<file path="src/rtl/dmem_responder.sv">
// Data-memory responder: turns one pipeline load/store request into a single memory-side
// access, waits for mem_ready (or a timeout), then pulses completion and returns the loaded word.
module dmem_responder #(
  parameter int TIMEOUT = 16
) (
  input  logic        clk,
  input  logic        rst,
  input  logic        DM_CEB,
  input  logic        DM_WEB,
  input  logic [31:0] addr,
  input  logic [31:0] wdata,
  input  logic [1:0]  is_store,
  input  logic [2:0]  is_load,
  output logic [1:0]  busStall,
  output logic [31:0] rdata,
  output logic        bus_err,
  output logic        misalign,
  output logic        mem_req,
  output logic        mem_we,
  output logic [31:0] mem_addr,
  output logic [3:0]  mem_wstrb,
  output logic [31:0] mem_wdata,
  input  logic        mem_ready,
  input  logic [31:0] mem_rdata
);
  localparam int CW = (TIMEOUT > 1) ? $clog2(TIMEOUT) : 1;

  typedef enum logic [1:0] {IDLE, ACCESS, DONE} state_t;
  state_t        state;
  logic [CW-1:0] cnt;
  logic [1:0]    lo;
  logic [2:0]    ld_q;

  logic          mis;
  logic [3:0]    strb;
  logic [31:0]   wd;
  logic [7:0]    lane_b;
  logic [15:0]   lane_h;
  logic [31:0]   ld_ext;

  assign busStall[1] = ((state == IDLE) && !DM_CEB) || (state == ACCESS);
  assign busStall[0] = (state == DONE);

  always_comb begin
    mis = 1'b0;
    if (!DM_WEB) begin
      case (is_store)
        2'b10:   mis = addr[0];
        2'b11:   mis = 1'b0;
        default: mis = |addr[1:0];
      endcase
    end else begin
      case (is_load)
        3'b001, 3'b101: mis = 1'b0;
        3'b010, 3'b100: mis = addr[0];
        default:        mis = |addr[1:0];
      endcase
    end
  end

  always_comb begin
    strb = 4'b1111;
    wd   = wdata;
    case (is_store)
      2'b10: begin
        strb = addr[1] ? 4'b1100 : 4'b0011;
        wd   = {2{wdata[15:0]}};
      end
      2'b11: begin
        strb = 4'b0001 << addr[1:0];
        wd   = {4{wdata[7:0]}};
      end
      default: ;
    endcase
    if (DM_WEB) strb = 4'b0000;
  end

  // lane selection uses the captured low address bits, not the live bus
  always_comb begin
    lane_b = mem_rdata[{lo, 3'b000} +: 8];
    lane_h = lo[1] ? mem_rdata[31:16] : mem_rdata[15:0];
    case (ld_q)
      3'b001:  ld_ext = {{24{lane_b[7]}}, lane_b};
      3'b010:  ld_ext = {{16{lane_h[15]}}, lane_h};
      3'b100:  ld_ext = {16'h0, lane_h};
      3'b101:  ld_ext = {24'h0, lane_b};
      default: ld_ext = mem_rdata;
    endcase
  end

  always_ff @(posedge clk) begin
    if (rst) begin
      state     <= IDLE;
      cnt       <= '0;
      lo        <= '0;
      ld_q      <= '0;
      mem_req   <= 1'b0;
      mem_we    <= 1'b0;
      mem_wstrb <= '0;
      mem_addr  <= '0;
      mem_wdata <= '0;
      rdata     <= '0;
      bus_err   <= 1'b0;
      misalign  <= 1'b0;
    end else begin
      case (state)
        ACCESS: begin
          if (mem_ready) begin
            state   <= DONE;
            mem_req <= 1'b0;
            if (!mem_we) rdata <= ld_ext;
          end else if (cnt == CW'(TIMEOUT - 1)) begin
            state   <= DONE;
            mem_req <= 1'b0;
            bus_err <= 1'b1;
            if (!mem_we) rdata <= '0;
          end else begin
            cnt <= cnt + 1'b1;
          end
        end
        DONE: begin
          state    <= IDLE;
          bus_err  <= 1'b0;
          misalign <= 1'b0;
        end
        default: begin
          if (!DM_CEB) begin
            mem_addr  <= {addr[31:2], 2'b00};
            lo        <= addr[1:0];
            ld_q      <= is_load;
            mem_we    <= !DM_WEB && !mis;
            mem_wstrb <= mis ? 4'b0000 : strb;
            mem_wdata <= wd;
            cnt       <= '0;
            if (mis) begin
              state    <= DONE;
              misalign <= 1'b1;
              if (DM_WEB) rdata <= '0;
            end else begin
              state   <= ACCESS;
              mem_req <= 1'b1;
            end
          end
        end
      endcase
    end
  end
endmodule

</file>
<file path="config.mk">
export PLATFORM = sky130hd
export DESIGN_NAME = dmem_responder
export DESIGN_NICKNAME = d
export VERILOG_FILES = /design/src/rtl/dmem_responder.sv
export SDC_FILE = /design/constraint.sdc
export NUM_CORES = 1
export LEC_CHECK = 0
export CAP_MARGIN = 40
export CELL_PAD_IN_SITES_DETAIL_PLACEMENT = 0
export CELL_PAD_IN_SITES_GLOBAL_PLACEMENT = 2
export CORE_MARGIN = 2
export CORE_UTILIZATION = 26
export DETAILED_ROUTE_END_ITERATION = 8
export PLACE_DENSITY_LB_ADDON = 0.1
export SETUP_SLACK_MARGIN = 0.15
export SLEW_MARGIN = 10
export SYNTH_ARGS = -nofsm -noshare
export SYNTH_HDL_FRONTEND = slang
export SYNTH_SLANG_ARGS = --single-unit
</file>
<file path="constraint.sdc">
create_clock -name clk -period 4.1 [get_ports clk]
set_input_delay 0.82 -clock clk [delete_from_list [all_inputs] [get_ports clk]]
set_output_delay 0.82 -clock clk [all_outputs]
set_load 0.005 [all_outputs]
</file>
After elaboration in Yosys (flattened, before gate mapping)
Index checks and enable logic that the tools add are counted.
{"block": "totals", "input_bits": 106, "ff_bits": 113, "wordCells": 102}
{"block": "classes", "eq_ne": 23, "n_shift": 2, "bitwise_logic": 4, "n_addsub": 1, "n_reduce_logical": 22, "n_mux": 38}
{"operator": "$mux 32", "count": 7}
{"operator": "$pmux 32 s2", "count": 2}
{"operator": "$pmux 32 s4", "count": 1}
{"operator": "$shiftx 32x6->8", "count": 1}
{"operator": "$mux 4", "count": 6}
{"operator": "$mux 16", "count": 1}
{"operator": "$pmux 4 s2", "count": 2}
{"operator": "$eq 3x3->1 const B", "count": 4}
{"operator": "$pmux 1 s2", "count": 5}
{"operator": "$mux 1", "count": 9}
{"operator": "$mux 2", "count": 4}
{"operator": "$ne 2x1->1 const B", "count": 4}
{"operator": "$reduce_and 4->1", "count": 2}
{"operator": "$reduce_bool 2->1", "count": 4}
{"operator": "$reduce_or 2->1", "count": 4}
{"operator": "$reduce_and 7->1", "count": 1}
{"operator": "$eq 2x2->1 const B", "count": 3}
{"operator": "$eq 3x1->1 const B", "count": 2}
{"operator": "$eq 3x2->1 const B", "count": 2}
{"operator": "$ne 3x3->1 const B", "count": 2}
{"operator": "$reduce_and 3->1", "count": 2}
{"operator": "$add 4x1->4 const B", "count": 1}
{"operator": "$eq 4x4->1 const B", "count": 1}
{"operator": "$ne 2x2->1 const B", "count": 2}
{"operator": "other kinds (11)", "count": 18}

Longest topological paths before layout
Gate-level depths: netlist (run 1).
{"block": "depth", "ltp_word": 7, "depth_mapped": 9, "ltp_nobuf": 7}

Least setup slack after synthesis (run 1)
Ideal clock, no wire load.
{"block": "synth_path", "path_type": "in2reg", "startpoint": "input addr[0]", "endpoint": "register rdata[27]", "arrival_ns": 2.019, "t_required_ns": 4.028, "path_slack_ns": 2.009, "setup_ns": 0.072, "n_path_buf": 2, "path_stages": 7, "cell_sequence": "buf_2 nor4b_1 nor2_1 a211oi_1 o41a_4 buf_4 o2bb2ai_1"}
{"block": "synth_between", "elab_chain_cells": 5, "word_cells_on_any_way": 6}
{"element": "from (decl)", "line": "10", "source": "input logic [31:0] addr,"}
{"element": "$reduce_or 2->1", "line": "50, 56"}
{"element": "$pmux 1 s2, on equally long branches", "line": "47, 53"}
{"element": "$mux 1 (*)", "line": "46", "source": "if (!DM_WEB) begin"}
{"element": "$reduce_bool 2->1 (no source line) (*)"}
{"element": "$reduce_and 7->1 (no source line) (*)"}
{"element": "to (signal assigned)", "line": "111", "source": "if (!mem_we) rdata <= ld_ext;"}
{"element": "to (decl)", "line": "15", "source": "output logic [31:0] rdata,"}
Mark *: on every way between the ends. The rest lies on a longest branch, timed or not.
A chain may end at the register's enable or synchronous reset.

Final worst setup path (run 1)
{"block": "layout_path", "startpoint": "input DM_CEB", "endpoint": "output busStall[1]"}
{"block": "layout_between", "elab_chain_cells": 3}
{"element": "from (decl)", "line": "8", "source": "input logic DM_CEB,"}
{"element": "$logic_not 1->1"}
{"element": "$logic_and 1x1->1", "line": "41", "source": "assign busStall[1] = ((state == IDLE) && !DM_CEB) || (state == ACCESS);"}
{"element": "$logic_or 1x1->1", "line": "41"}
{"element": "to (decl)", "line": "14", "source": "output logic [1:0] busStall,"}
No other way between the ends.

==> reports/results.tsv, run 1 <==
metric	value	unit
netSwitchingFraction	29.2	%
clk_latency	0.41	ns
antenna_found_initial	0	
htreeDepth	4	
wl_met1	8400	um
status	finished clean	
worstPathMaxFanout	7	
yosysWarningCount	0	
gp_congestion	0.830	
grt_first_pass_wirelength	30200	um
cts.path.max_buffers	2	
leakage	2.99	nW
area_growth	54.6	%
tightest_slew	0.904	ns
synthTopCellsByArea	dfxtp_1, nand2_1, a21oi_1, nor2_1, o2bb2ai_1	
ys_seq_area_share	42.4	%
via_per_inst	4.96	
fin_crit	2.96	ns
drc	0	
cts_inserted_buffers	17	
final_area	8240	um^2
dr_wl_met3	1440	um
wire_per_inst	17.1	um
top_layer_used	met4	
hold_viol	0	
synth_common_cells	nand2_1, dfxtp_1, a21oi_1, nor2_1, clkbuf_1	
cts_tree	built	
pwr_density_cell	474	nW/um^2
synthCells	670	
cts_sinks	113	
synth_cell_types	48	
required	3.28	ns
rrSetupSlack	1.65	ns
final_max_slew_viol_count	0	
clk_pin_slew_worst_paths	0.06	ns
diodes	0	
arrival	2.14	ns
core	20200	um^2
async_flop_share	0	%
port_buffers	209	
period_share	72.2	%
firstDrtPassIters	5	
wl_met2	9120	um
grt_overflow_total	0	
rsz0062_at_grt	false	
place_area	7580	um^2
routed_wl	19400	um
die_area	21700	um^2
ant_nets	0	
num_vias	5622	
p_switching	1.14	mW
hpwl	13500	um
grt_pass1_vias	5562	
comb_power_share	24.3	%
setup_viol	0	
syn_area_per_cell	7.96	um^2
die_y	147	um
post-cts-setup-buffer-count	0	
cp-start-kind	primary input	
slew_headroom	39.7	%
setup_tns	0	ns
seqPwrFrac	33.2	%
synth_largest_area_cell	dfxtp_1	
drive_gt1_share	5.79	%
clock_power_share	42.5	%
fmax	0.338	GHz
worstSetupEndpointType	primary output	
grt_usage	17.5	%
hold_path_class	flip-flop to flip-flop	
die_width	147	um
cts-root-buf	clkbuf_16	
synth_area	5330	um^2
worstSetupPathType	primary input to primary output	
synth_ff_type	dfxtp_1	
max_cap_violations	0	
io_pins	212	
cts_resized	0	
drt_iter0_markers	283	
synth.top_cell.area_share	42.4	%
synth-seq-cells	113	
rows	52	
grt_max_degree	82	
cts_hold_buf	0	
yosysMostFrequentCell	nand2_1	
fin_skew	0.00936	ns
p_int	2.77	mW
finalNetCount	960	
start_util	26.4	%
synth-edff-count	0	
irDropWorstVdd	274	uV
==> sequential cells by signal, indices dropped and copies added (netlist names), 2 cells and up <==
signal,cells
mem_addr,30
lo,2
mem_wstrb,4
ld_q,3
state,2
rdata,32
cnt,4
mem_wdata,32
==> metal layers <==
metal / global-route usage [%] / vias to the layer above
li1: - / 2771
met1: 21.7 / 2629
met2: 28.5 / 199
met3: 5.31 / 23
met4: 7.21 / 0
met5: 0 / -
==> cell type report <==
cell class | instances | area, um^2
flip-flops and latches | 113 | 2260
clock inverters | 15 | 234
inverters | 14 | 52.6
fillers | 2065 | 11900
multi-input cells | 486 | 2780
clock buffers | 17 | 425
repair buffers | 218 | 2150
well taps | 270 | 338
==> cells by family (layout without fill, tap and decap cells) <==
| logic type | count (synthesis) | after routing | share of synthesized area (%) |
|---|---|---|---|
| muxes | 18 | 18 | 3.40 |
| adders and majority gates | 4 | 4 | 0.938 |
| AOI/OAI and AO/OA | 209 | 209 | 27.2 |
| DFF | 113 | 113 | 42.4 |
| other | 1 | 2 | 0.0703 |
| buffers and inverters | 72 | 264 | 5.72 |
| and+or+nand+nor | 250 | 250 | 19.7 |
| xor gates and xnor gates | 3 | 3 | 0.493 |
==> per-stage QoR <==
step                      setup slack (ns)  hold slack [ns]  total power [mW]  instances  util (%)
after detailed placement              1.06            0.446              2.28       1101      37.6
after global placement                1.14            0.442              2.26       1101      37.6
after floorplan                       2.01            0.448              1.79        671         -
after CTS                             1.14            0.454              3.97       1133      40.9
final                                 1.14            0.452              3.90       1133      40.9
after global routing                  1.07            0.470              4.12       1133      40.9
==> critical path, cell delays in order <==
cell and delay, ns:
clkdlybuf4s50_1 0.56, o21ai_0 0.23, clkdlybuf4s50_1 0.53
==> worst paths after layout <==
| check | start | to | depth (start not counted) |
|---|---|---|---|
| max | DM_CEB | busStall[1] | 3 |
| min | mem_addr[18] | mem_addr[18] | 2 |
| max reg2reg | state[0] | mem_wdata[11] | 6 |
| min reg2reg | mem_addr[18] | mem_addr[18] | 2 |
==> layout by cell type, fill, tap and decap left out, drive strengths merged, types with 3 or more instances in the layout <==
cell,n
o21a,7
nand3,23
dfxtp,113
o2bb2ai,24
clkdlybuf4s50,208
nor2,71
a221oi,23
and3,4
clkbuf,17
inv,16
o22ai,3
a211oi,19
o21ai,18
and2,5
ha,4
buf,10
mux2i,17
xnor2,3
nor2b,4
a311oi,9
o221ai,7
a32o,9
clkinv,6
nand2,126
a21oi,77
or3,9
bufinv,5
==> power by group through the flow <==
stage / registers [mW] / clock network, mW / logic [mW]
6_report: 1.30 / 1.66 / 0.948
3_3_place_gp: 1.32 / 0 / 0.945
4_1_cts: 1.30 / 1.71 / 0.963
3_5_place_dp: 1.32 / 0 / 0.957
5_1_grt: 1.31 / 1.76 / 1.05
2_1_floorplan: 1.30 / 0 / 0.488
(Power assumes the default switching activity.)
==> inputs of run 2 (changes only) <==
--- a/config.mk
+++ b/config.mk
@@ -9,7 +9,7 @@
 export CELL_PAD_IN_SITES_DETAIL_PLACEMENT = 0
 export CELL_PAD_IN_SITES_GLOBAL_PLACEMENT = 2
 export CORE_MARGIN = 2
-export CORE_UTILIZATION = 26
+export CORE_UTILIZATION = 21
 export DETAILED_ROUTE_END_ITERATION = 8
 export PLACE_DENSITY_LB_ADDON = 0.1
 export SETUP_SLACK_MARGIN = 0.15
==> constraint.sdc (replaced) <==
create_clock -name clk -period 2.4 [get_ports clk]
set_input_delay 0.48 -clock clk [delete_from_list [all_inputs] [get_ports clk]]
set_output_delay 0.48 -clock clk [all_outputs]
set_load 0.005 [all_outputs]
==> reports/results.tsv, run 2 (synthesized netlist as in run 1, its figures left out) <==
metric	value	unit
status	finished clean	
io_pins	212	
r2r_cells	8	
dp_slack	-0.0327	ns
cp-start-kind	flip-flop	
fin_crit	2.14	ns
multi_input_area	2790	um^2
via_per_inst	4.68	
start_util	21.3	%
final_util	33.9	%
routed_wl	21000	um
htreeDepth	4	
cts-root-buf	clkbuf_16	
die_y	163	um
gp_congestion	0.799	
ant_nets	0	
wire_per_inst	17.3	um
min_delay_path_depth	4	
clk_latency	0.41	ns
drt_iter0_markers	228	
grt_overflow_total	0	
final_common_cell	clkdlybuf4s50_1	
grt_pass1_vias	5791	
firstDrtPassIters	4	
rsz0062_at_grt	false	
worstSetupPathType	flip-flop to primary output	
irDropWorstVdd	409	uV
setup_tns	0	ns
period_share	89.3	%
setup_ws	0.256	ns
leakage	3.08	nW
nFillCells	2635	
area_growth	59.0	%
hpwl	15400	um
cts_sinks	113	
core	25000	um^2
rows	58	
cts_tree	built	
pwr_density_cell	761	nW/um^2
grt_first_pass_wirelength	32700	um
die_width	163	um
drive_gt1_share	8.47	%
grt_usage	15.8	%
finalNetCount	984	
antenna_found_initial	0	
final_max_slew_viol_count	0	
drc	0	
rrSetupSlack	0.36	ns
cts_inserted_buffers	17	
cts_hold_buf	0	
reg_top3	mem_wdata: 32 flops, rdata: 32 flops, mem_addr: 30 flops	
required	1.92	ns
worstPathMaxFanout	6	
die_area	26700	um^2
setup_viol	0	
diodes	0	
fmax	0.467	GHz
final_cell_mix	clkdlybuf4s50_1, nand2_1, dfxtp_1	
worstSetupEndpointType	primary output	
arrival	1.66	ns
fin_skew	0.0113	ns
hold_path_class	primary input to flip-flop	
slew_headroom	51.8	%
seqCellArea	2260	um^2
port_buffers	209	
num_vias	5692	
cts.path.max_buffers	2	
grt_max_degree	61	
hold_viol	0	
clk_pin_slew_worst_paths	0.05	ns
tightest_slew	0.723	ns
max_cap_violations	0	
==> run 2: changes by cell type in the layout (fill, tap and decap cells not counted), sizes merged <==
cell | before | now
buf | 10 | 34
bufinv | 5 | 2
clkbuf | 17 | 18
clkdlybuf4s50 | 208 | 207
clkinvlp | 2 | 3
dlygate4sd2 | 0 | 1
==> run 2: repair_timing <==
| action | 4_1_cts | 5_1_grt |
|---|---|---|
| setup endpoints to repair | 1 | 10 |
| resized for setup | 3 | 1 |
| buffers inserted | 1 | 0 |
==> run 2: per-stage QoR <==
stage          cell area, um^2  cells  power [mW]  hold slack (ns)
5_1_grt                   8480   1216        6.84            0.452
2_1_floorplan             5340    671        3.06            0.448
3_3_place_gp              7880   1184        3.99            0.443
4_1_cts                   8480   1216        6.56            0.417
3_5_place_dp              7880   1184        4.01            0.447
6_report                  8480   1216        6.45            0.427
==> run 2: power by group <==
group,leakage (nW),total [mW],switching [mW],internal [mW]
Clock,0.278,2.49,0.944,1.55
Sequential,0.924,2.21,0.132,2.08
Combinational,1.88,1.75,0.876,0.871
Total,3.08,6.45,1.95,4.50
==> run 2: path summary, 6_finish.rpt <==
| path | to | from |
|---|---|---|
| worst max-delay path | busStall[0] | state[0] |
| worst min-delay path | mem_req | rst |
| worst max register to register | rdata[1] | state[1] |
| worst min register to register | mem_wdata[3] | mem_wdata[3] |
==> run 2: critical path: stages, from the launching register on <==
cell	delay (ns)
dfxtp_1	0.35
inv_1	0.10
ha_2	0.26
clkdlybuf4s50_1	0.55
==> run 2: final cells by class <==
class | count | area share (%)
timing repair buffer | 242 | 28.1
clock buffer | 18 | 5.18
multi-input combinational | 486 | 32.9
clock inverter | 13 | 1.62
inverter | 14 | 0.620
tap | 330 | 4.87
sequential | 113 | 26.7
==> run 2: layer usage <==
metal | global-route usage, % | wire [um]
met5 | 0 | 0
met4 | 3.74 | 272
met3 | 5.28 | 1470
met2 | 25.8 | 9800
met1 | 20.0 | 9510
==> inputs of run 3 (changes only) <==
--- a/config.mk
+++ b/config.mk
@@ -5,7 +5,7 @@
 export SDC_FILE = /design/constraint.sdc
 export NUM_CORES = 1
 export LEC_CHECK = 0
-export CAP_MARGIN = 40
+export CAP_MARGIN = 10
 export CELL_PAD_IN_SITES_DETAIL_PLACEMENT = 0
 export CELL_PAD_IN_SITES_GLOBAL_PLACEMENT = 2
 export CORE_MARGIN = 2
==> results of run 3 <==
The final DEF is identical to that of run 2; final timing and power are the same.
